--- config.mk ---
export PLATFORM = sky130hd
export DESIGN_NAME = ex_unit_pipe
export DESIGN_NICKNAME = d
export VERILOG_FILES = /design/src/rtl/ex_unit_pipe.sv
export SDC_FILE = /design/constraint.sdc
export NUM_CORES = 2
export LEC_CHECK = 0
export CORE_MARGIN = 4
export CORE_UTILIZATION = 60
export DETAILED_ROUTE_END_ITERATION = 16
export PLACE_DENSITY = 0.83
export SYNTH_ARGS = -nofsm -noshare
export SYNTH_HDL_FRONTEND = slang
export SYNTH_SLANG_ARGS = --single-unit
--- constraint.sdc ---
create_clock -name clk -period 13.9 [get_ports clk]
set_input_delay 2.085 -clock clk [delete_from_list [all_inputs] [get_ports clk]]
set_output_delay 2.085 -clock clk [all_outputs]
set_load 0.05 [all_outputs]
--- src/rtl/ex_unit_pipe.sv ---
// ex_unit_pipe: parametrised execute stage with valid/ready handshakes.
// ADD/SUB and illegal ops complete in one cycle.
// MUL completes MUL_LAT cycles after accept.
// Branches produce a taken flag and a target address.
// Optional macro EX_OVF_DETECT_EN adds a registered signed-overflow output 'ovf'.
module ex_unit_pipe #(
    parameter int unsigned DATA_W  = 32,
    parameter int unsigned MUL_LAT = 4
) (
    input  logic              clk,
    input  logic              reset,
    input  logic              in_valid,
    output logic              in_ready,
    input  logic [DATA_W-1:0] rs,
    input  logic [DATA_W-1:0] rt,
    input  logic [DATA_W-1:0] sign_ext,
    input  logic              alu_src,
    input  logic [1:0]        alu_op,
    input  logic              branch,
    input  logic [DATA_W-1:0] pc,
    output logic              out_valid,
    input  logic              out_ready,
    output logic [DATA_W-1:0] result,
    output logic              zero,
    output logic              branch_taken,
    output logic [DATA_W-1:0] branch_target,
    output logic              illegal
`ifdef EX_OVF_DETECT_EN
    ,
    output logic              ovf
`endif
);

    localparam int unsigned CNT_W = $clog2(MUL_LAT + 1);
    localparam logic [CNT_W-1:0] CNT_LOAD = CNT_W'(MUL_LAT - 1);
    localparam logic [CNT_W-1:0] CNT_ONE  = CNT_W'(1);

    typedef enum logic [0:0] {
        S_IDLE = 1'b0,
        S_MUL  = 1'b1
    } state_t;

    typedef enum logic [1:0] {
        OP_ADD = 2'd0,
        OP_SUB = 2'd1,
        OP_MUL = 2'd2,
        OP_ILL = 2'd3
    } op_t;

    state_t              r_state;
    state_t              w_state_nxt;
    logic [CNT_W-1:0]    r_cnt;
    logic [CNT_W-1:0]    w_cnt_nxt;
    logic                w_mul_done;

    logic                r_out_valid;
    logic [DATA_W-1:0]   r_result;
    logic                r_zero;
    logic                r_branch_taken;
    logic [DATA_W-1:0]   r_branch_target;
    logic                r_illegal;

    // operands and branch info of an in-flight MUL
    logic [DATA_W-1:0]   r_mul_a;
    logic [DATA_W-1:0]   r_mul_b;
    logic                r_mul_zero;
    logic                r_mul_taken;
    logic [DATA_W-1:0]   r_mul_target;

    op_t                 w_op;
    logic [DATA_W-1:0]   w_b;
    logic [DATA_W-1:0]   w_sum;
    logic [DATA_W-1:0]   w_diff;
    logic [DATA_W-1:0]   w_target;
    logic                w_zero;
    logic [DATA_W-1:0]   w_single_res;
    logic [DATA_W-1:0]   w_mul_res;
    logic                w_accept;
    logic                w_consume;

    assign w_b       = alu_src ? sign_ext : rt;
    assign w_sum     = rs + w_b;
    assign w_diff    = rs - w_b;
    assign w_zero    = (rs == w_b);
    assign w_target  = pc + {sign_ext[DATA_W-3:0], 2'b00};

    assign in_ready  = !reset && (r_state == S_IDLE) && (!r_out_valid || out_ready);
    assign w_accept  = in_valid && in_ready;
    assign w_consume = r_out_valid && out_ready;

    assign out_valid     = r_out_valid;
    assign result        = r_result;
    assign zero          = r_zero;
    assign branch_taken  = r_branch_taken;
    assign branch_target = r_branch_target;
    assign illegal       = r_illegal;

    // Decode alu_op / funct into an internal operation
    always_comb begin
        w_op = OP_ILL;
        case (alu_op)
            2'b00: w_op = OP_ADD;
            2'b01: w_op = OP_SUB;
            2'b10: begin
                case (sign_ext[5:0])
                    6'b000000: w_op = OP_ADD;
                    6'b000001: w_op = OP_SUB;
                    6'b000010: w_op = OP_MUL;
                    default:   w_op = OP_ILL;
                endcase
            end
            default: w_op = OP_ILL;
        endcase
    end

    // Result of single-cycle operations; illegal ops yield zero
    always_comb begin
        w_single_res = '0;
        case (w_op)
            OP_ADD:  w_single_res = w_sum;
            OP_SUB:  w_single_res = w_diff;
            default: w_single_res = '0;
        endcase
    end

`ifdef EX_OVF_DETECT_EN
    logic                  r_ovf;
    logic                  w_single_ovf;
    logic                  w_mul_ovf;
    logic [2*DATA_W-1:0]   w_mul_a_ext;
    logic [2*DATA_W-1:0]   w_mul_b_ext;
    logic [2*DATA_W-1:0]   w_prod;
    logic [DATA_W:0]       w_prod_hi;

    assign ovf         = r_ovf;
    assign w_mul_a_ext = {{DATA_W{r_mul_a[DATA_W-1]}}, r_mul_a};
    assign w_mul_b_ext = {{DATA_W{r_mul_b[DATA_W-1]}}, r_mul_b};
    assign w_prod      = w_mul_a_ext * w_mul_b_ext;
    assign w_mul_res   = w_prod[DATA_W-1:0];
    // product fits only if the top DATA_W+1 bits are all copies of the sign
    assign w_prod_hi   = w_prod[2*DATA_W-1:DATA_W-1];
    assign w_mul_ovf   = !((&w_prod_hi) || (~|w_prod_hi));

    // Signed overflow of the single-cycle operations
    always_comb begin
        w_single_ovf = 1'b0;
        case (w_op)
            OP_ADD:  w_single_ovf = (rs[DATA_W-1] == w_b[DATA_W-1]) &&
                                    (w_sum[DATA_W-1] != rs[DATA_W-1]);
            OP_SUB:  w_single_ovf = (rs[DATA_W-1] != w_b[DATA_W-1]) &&
                                    (w_diff[DATA_W-1] != rs[DATA_W-1]);
            default: w_single_ovf = 1'b0;
        endcase
    end

    // Overflow flag registered alongside result
    always_ff @(posedge clk or posedge reset) begin
        if (reset) begin
            r_ovf <= 1'b0;
        end else if (w_mul_done) begin
            r_ovf <= w_mul_ovf;
        end else if (w_accept && (w_op != OP_MUL)) begin
            r_ovf <= w_single_ovf;
        end
    end
`else
    assign w_mul_res = r_mul_a * r_mul_b;
`endif

    // FSM state and MUL counter registers
    always_ff @(posedge clk or posedge reset) begin
        if (reset) begin
            r_state <= S_IDLE;
            r_cnt   <= '0;
        end else begin
            r_state <= w_state_nxt;
            r_cnt   <= w_cnt_nxt;
        end
    end

    // Next-state logic: IDLE waits for a MUL accept, MUL counts down to completion
    always_comb begin
        w_state_nxt = r_state;
        w_cnt_nxt   = r_cnt;
        w_mul_done  = 1'b0;
        case (r_state)
            S_IDLE: begin
                if (w_accept && (w_op == OP_MUL)) begin
                    w_state_nxt = S_MUL;
                    w_cnt_nxt   = CNT_LOAD;
                end
            end
            S_MUL: begin
                if (r_cnt == CNT_ONE) begin
                    w_state_nxt = S_IDLE;
                    w_cnt_nxt   = '0;
                    w_mul_done  = 1'b1;
                end else begin
                    w_cnt_nxt   = r_cnt - CNT_ONE;
                end
            end
            default: begin
                w_state_nxt = S_IDLE;
                w_cnt_nxt   = '0;
            end
        endcase
    end

    // Capture MUL operands and branch info at accept
    always_ff @(posedge clk or posedge reset) begin
        if (reset) begin
            r_mul_a      <= '0;
            r_mul_b      <= '0;
            r_mul_zero   <= 1'b0;
            r_mul_taken  <= 1'b0;
            r_mul_target <= '0;
        end else if (w_accept && (w_op == OP_MUL)) begin
            r_mul_a      <= rs;
            r_mul_b      <= w_b;
            r_mul_zero   <= w_zero;
            r_mul_taken  <= branch && w_zero;
            r_mul_target <= w_target;
        end
    end

    // Output registers: load on MUL completion or single-cycle accept, clear on consume
    always_ff @(posedge clk or posedge reset) begin
        if (reset) begin
            r_out_valid     <= 1'b0;
            r_result        <= '0;
            r_zero          <= 1'b0;
            r_branch_taken  <= 1'b0;
            r_branch_target <= '0;
            r_illegal       <= 1'b0;
        end else if (w_mul_done) begin
            r_out_valid     <= 1'b1;
            r_result        <= w_mul_res;
            r_zero          <= r_mul_zero;
            r_branch_taken  <= r_mul_taken;
            r_branch_target <= r_mul_target;
            r_illegal       <= 1'b0;
        end else if (w_accept && (w_op != OP_MUL)) begin
            r_out_valid     <= 1'b1;
            r_result        <= w_single_res;
            r_zero          <= w_zero;
            r_branch_taken  <= branch && w_zero;
            r_branch_target <= w_target;
            r_illegal       <= (w_op == OP_ILL);
        end else if (w_consume) begin
            r_out_valid     <= 1'b0;
        end
    end

endmodule

==> impl_metrics.py <==
metrics = {
    "outcome": {
        "run_status": "finished, final reports clean",
    },
    "routing": {
        "detail_route.iter0.violations": 1776,
        "vias_per_cell": 5.95,
        "route.vias.total": 22467,
        "avgRoutedWirePerCell_um": 22.2,
        "drtPass1Iterations": 8,
        "drc": 0,
        "wl_mm": 83.9,
        "detail-route-antenna-nets": 0,
    },
    "worst_setup_path": {
        "timing.critical_path.arrival_ns": 8.68,
        "cpPeakStageDelay_ns": 1.00,
        "critical_path.reg2reg.startpoint": "r_mul_b[3]",
        "crit_start": "r_mul_b[3]",
        "critical_path_peak_fanout": 30,
        "critical_path_class": "flip-flop to flip-flop",
        "crit_slowest_cell": "sky130_fd_sc_hd__dfrtp_1",
        "critPathCapture": "result[30]",
        "cp_cell_sequence": "and2_1 > fa_1 > inv_1 > fa_1 > fa_1 > fa_1 > inv_1 > fa_1 > inv_1 > fa_1 > inv_1 > fa_1 > fa_1 > ha_1 > a21o_1 > a2111oi_0 > o21ai_0 > o211ai_1 > nand4b_1 > a21oi_1 > mux2i_1 > a32o_1 > a211oi_2",
        "cp_common_cell": "sky130_fd_sc_hd__fa_1",
        "endpoint_kind": "flip-flop",
        "setup.reg_to_reg.worst_slack_ns": 5.62,
        "worst_r2r_endpoint": "result[30]",
        "worst-r2r-cell-count": 23,
        "worst_ep_required_time_ns": 14.30,
        "start_kind": "flip-flop",
    },
    "cts": {
        "cts.repair.resized": 0,
        "clock-root-buffer": "sky130_fd_sc_hd__clkbuf_16",
        "ctsHtreeMaxLevel": 4,
        "hold_fix_buffer_count_after_cts": 0,
        "cts_buffers": 17,
        "clkTransAtPathRegs_ns": 0.07,
        "worstSkewPairLatency_ns": 0.48,
        "tritoncts_num_sinks": 170,
        "cts_max_path_buffers": 2,
        "cts_setup_buffers": 0,
        "tritoncts": "yes",
    },
    "timing": {
        "setup_viol": 0,
        "finClkSkew_ns": 0.0173,
        "drv_slew": 0,
        "setup_total_negative_slack_ns": 0,
        "rsz0062_at_grt": "false",
        "fin_crit_sh_pct": 59.6,
        "report.final.hold_viol_count": 0,
        "fmax_mhz": 121,
        "min_period_ns": 8.28,
        "slew_margin_rel_pct": 26.0,
        "worst_slew_pin_slew_ns": 1.11,
    },
    "logic_synthesis": {
        "post-synth-top-area-cell": "sky130_fd_sc_hd__fa_1",
        "post-synth-top-count-cell": "sky130_fd_sc_hd__inv_1",
        "synthesis.instances": 3086,
        "number_of_nets_in_the_synthesized_netlist": 3849,
        "yosysSeqAreaShare_pct": 15.6,
        "async_reset_ff_share_pct": 100,
        "synth_area_leaders": "sky130_fd_sc_hd__fa_1, sky130_fd_sc_hd__dfrtp_1, sky130_fd_sc_hd__ha_1, sky130_fd_sc_hd__and2_1, sky130_fd_sc_hd__inv_1",
        "post-synth-top-area-fraction_pct": 30.2,
        "netlist-cell-type-count": 84,
        "postSynthRegisterBits": 170,
        "synth-edff-count": 0,
        "post_synth.cell_area_avg_um2": 8.83,
        "synth_area_um2": 27200,
        "synth_warnings": 0,
        "yosys_most_used_dff": "sky130_fd_sc_hd__dfrtp_1",
        "yosys-top-cells-count": "sky130_fd_sc_hd__inv_1, sky130_fd_sc_hd__nand2_1, sky130_fd_sc_hd__fa_1",
    },
    "global_route": {
        "grt_remaining_overflow": 0,
        "first_pass_grt_wire_length_mm": 132,
        "number_of_global_route_vias_before_repair": 23796,
        "grt_start_max_net_pins": 105,
        "grt_antenna_before_repair": 3,
        "total_track_usage_pct": 34.4,
    },
    "floorplanning": {
        "fp.dieArea_um2": 48900,
        "ios": 205,
        "die_height_um": 221,
        "core_region_area_um2": 44500,
        "start_util_pct": 61.2,
        "site_rows": 77,
        "chipWidth_um": 221,
    },
    "placed_design": {
        "gp_congestion": 0.966,
        "dpl.cell_count": 3741,
        "post-dp-hpwl_mm": 67.6,
        "place.port_buffers": 204,
        "post_place_instance_area_um2": 29600,
    },
    "cells_and_area": {
        "finish.cell_count_without_fillers": 3774,
        "synthToLayoutAreaGrowth_pct": 10.8,
        "layout-drive-gt1-share_pct": 3.08,
        "nNetsFinal": 3931,
        "final_core_util_pct": 67.8,
        "stdcell_area_um2": 30200,
    },
    "job": {
        "max_cap_viol_count": 0,
    },
    "hold_path": {
        "worst_hold_path_type": "flip-flop to flip-flop",
    },
}
-- sequential cells by signal (all words and copies together) (netlist names) --
name / count
r_mul_a: 32
out_valid: 1
r_mul_target: 32
r_cnt: 3
r_mul_b: 32
result: 32
r_mul_zero: 1
illegal: 1
r_mul_taken: 1
r_state: 1
branch_taken: 1
branch_target: 32
zero: 1
-- worst min-delay path by stage --
stage	startpoint	endpoint	cells past startpoint
floorplan	r_mul_a[31]	r_mul_a[31]	2
global placement	r_mul_target[12]	r_mul_target[12]	2
detailed placement	r_mul_target[26]	r_mul_target[26]	2
CTS	r_mul_target[26]	r_mul_target[26]	2
global route	r_mul_target[26]	r_mul_target[26]	2
finish	r_mul_a[5]	r_mul_a[5]	2
-- kinds of logic after synthesis --
kind of cell | count (synthesis) | share of synthesized area (%)
compound gates | 502 | 11.9
xor+xnor | 139 | 4.47
fa+ha+maj | 627 | 40.1
buf+inv | 618 | 8.65
flops | 170 | 15.6
mux | 42 | 1.57
simple gates | 988 | 17.7
-- per-layer routing --
| metal | vias to the layer above | wire, µm | track usage [%] | part of all wire (%) |
|---|---|---|---|---|
| met5 | - | 13 | 0 | 0.015 |
| met4 | 2 | 3310 | 12.6 | 3.9 |
| met3 | 199 | 8470 | 9.85 | 10 |
| met2 | 1101 | 39100 | 56.0 | 47 |
| met1 | 11210 | 33100 | 44.4 | 39 |
| li1 | 9955 | - | - | - |
-- per-stage QoR --
stage | hold slack, ns | setup WS (ns)
floorplan | 0.446 | 6.82
global placement | 0.458 | 6.05
detailed placement | 0.464 | 5.74
CTS | 0.482 | 5.75
global route | 0.498 | 5.35
finish | 0.483 | 5.62
-- worst max-delay path: cells and delay by family (launching register included) --
family | cells | cell delay (ns)
adder cells (fa/ha/maj) | 9 | 4.23
AO/OA/AOI/OAI | 7 | 2.09
flip-flops | 1 | 1.00
AND/OR/NAND/NOR | 2 | 0.43
buffers and inverters | 4 | 0.26
multiplexers | 1 | 0.17
-- cell type report --
class,instances,area [µm²]
inverter,452,1700
antenna,2,5.00
sequential,170,4250
clock inverter,13,139
timing repair buffer,229,2220
fill,3563,14300
tap,592,741
multi-input combinational,2298,20700
clock buffer,18,429
-- placed cells by master, fill, tap and decap left out, drive strengths merged, types with 6 or more instances in the layout --
cell           count
nand2            450
mux2               6
nand2b            12
nand3             20
inv              456
a211oi            12
mux2i             36
o31ai             15
nor2b             13
o21bai            13
fa               411
o22ai             14
nor2              93
o21ai            149
xor2              31
a21oi            116
o21a              18
a31oi             17
and2             316
nor3              32
clkdlybuf4s50    203
or3                8
buf               26
o221ai             8
or2                8
nand4              6
and3               8
clkbuf            18
a221oi            19
a22oi             22
xnor2            108
dfrtp            170
ha               216
a21o              36
o211ai             8
Power is not shown: default switching activity piles up to over one toggle a cycle in this logic, so the estimate is an artifact.
==> RTL edit, RTL diff (same flow settings) <==
The parameter `MUL_LAT` goes from 4 to 8.
--- a/src/rtl/ex_unit_pipe.sv
+++ b/src/rtl/ex_unit_pipe.sv
@@ -7,3 +7,3 @@
     parameter int unsigned DATA_W  = 32,
-    parameter int unsigned MUL_LAT = 4
+    parameter int unsigned MUL_LAT = 8
 ) (
Function: changed (Yosys sat finds a counterexample within 10 cycles, from zero or initial values and one cycle with reset high).
==> RTL edit against the unedited design <==
  * Global-route usage is 0.23 points lower
  * Clock skew fell by 0.0036 ns
  * Maximum frequency is 3.0% higher
  * Wire length is 5.3% lower
  * Critical path depth is 1 higher
  * Sequential cell count grew 1
  * Setup slack improved by 0.24 ns
  * Cell area decreased by 1.2%
  * Area after synthesis shrank 1.2%
  * First-iteration DRC count down 5.2%
Power is not shown: default switching activity piles up to over one toggle a cycle in this logic, so the estimate is an artifact.
==> RTL edit: results <==
[clock_network]
postCtsResizedCells = 0
post_cts_buffers = 0
htree_levels = 4
clk_pin_slew_worst_paths_ns = 0.07
clk_latency_ns = 0.47
cts_inserted_buffers = 17

[run_status]
status = "complete, no violations"

[yosys]
ys_dominant_reg_cell = "dfrtp_1"
yosys-top-cells-count = "447 x inv_1, 411 x fa_1, 349 x nand2_1, 312 x and2_1, 216 x ha_1"
syn-num-nets = 3731
yosysWarnings = 0
synth_area_leaders = "fa_1 31%, dfrtp_1 16%, ha_1 10%"
synth-seq-area-share_pct = 15.9
synth_cell_types = 64
async_reset_ff_share_pct = 100

[setup_path]
r2r-end = "result[30]"
arrival_ns = 8.34
r2r-start = "r_mul_b[5]"
reg2reg_depth = 24
cp-start-kind = "register"
max_stage_delay_ns = 1.12
crit_family = "adder cells"
slowest_stage = "dfrtp_1"
r2r_slack_ns = 5.86
worst-path-max-fanout = 28

[global_route]
grt_pass1_wl_um = 128000
antenna_found_initial = 0
grt_start_max_net_pins = 97
grt_pass1_vias = 23600
globalRouteTotalUtil_pct = 34.2

[final_layout]
diodes = 0
drive_gt1_share_pct = 3.73
final_nets = 3810

[placed_design]
routabilityCongestion = 0.943
dp_hpwl_um = 63500
port_buffers = 204

[min_path]
hold_path.class = "reg -> reg"
worstHoldEndpoint = "r_mul_taken"
hold_path_startpoint = "r_mul_taken"
whs_path_depth = 2

[detailed_routing]
drt-initial-drc-count = 1683
routed_wl_um = 79500
vias = 21600
dr.pass1.iters = 6

[timing]
fin_skew_ns = 0.0137
tightest_slew_ns = 1.31
-- RTL edit: logic make-up (layout without fill, tap and decap cells) --
group / count (synthesis) / in the layout / synth area share, %
AOI/OAI and AO/OA: 477 / 477 / 11.2
xor gates and xnor gates: 142 / 142 / 4.62
adders and majority gates: 627 / 627 / 40.6
buffers and inverters: 606 / 698 / 8.46
DFF: 171 / 171 / 15.9
muxes: 78 / 78 / 3.11
and+or+nand+nor: 867 / 867 / 16.1
-- RTL edit: through the flow --
| stage | setup WS, ns | hold WS (ns) | cells | utilization [%] | cell area, µm² |
|---|---|---|---|---|---|
| 3_5_place_dp | 6.00 | 0.478 | 3620 | 65.9 | 29200 |
| 6_report | 5.86 | 0.494 | 3652 | 67.3 | 29800 |
| 3_3_place_gp | 6.14 | 0.462 | 3620 | 65.9 | 29200 |
| 5_1_grt | 5.60 | 0.517 | 3652 | 67.3 | 29800 |
| 4_1_cts | 5.97 | 0.492 | 3652 | 67.3 | 29800 |
| 2_1_floorplan | 6.95 | 0.450 | 2968 | - | 26900 |
-- RTL edit: final cells by class --
cell class / instances / area (µm²)
clock buffers: 17 / 425
well taps: 592 / 741
multi-input cells: 2191 / 20400
repair buffers: 219 / 2150
inverters: 447 / 1680
clock inverters: 15 / 164
flip-flops and latches: 171 / 4280
fillers: 3568 / 14500
-- RTL edit: worst max-delay path by stage --
| stage | end |
|---|---|
| floorplan | result[31] |
| global placement | result[31] |
| detailed placement | result[31] |
| CTS | result[30] |
| global route | result[31] |
| finish | result[30] |
-- RTL edit: per-layer routing --
| metal | routed length (µm) | vias to the layer above | track usage (%) | part of all wire [%] |
|---|---|---|---|---|
| li1 | - | 9569 | - | - |
| met1 | 31500 | 10800 | 44.1 | 40 |
| met2 | 37700 | 1001 | 56.4 | 47 |
| met3 | 6900 | 212 | 7.58 | 8.7 |
| met4 | 3380 | 0 | 13.8 | 4.3 |
| met5 | 0 | - | 0 | 0 |
-- RTL edit: worst reg2reg max path: cells and delay by family, from the launching register on --
kind | cells | cell delay (ns)
flops | 1 | 1.12
fa+ha+maj | 9 | 4.27
buf+inv | 4 | 0.25
simple gates | 5 | 1.17
compound gates | 5 | 0.93
xor+xnor | 1 | 0.16
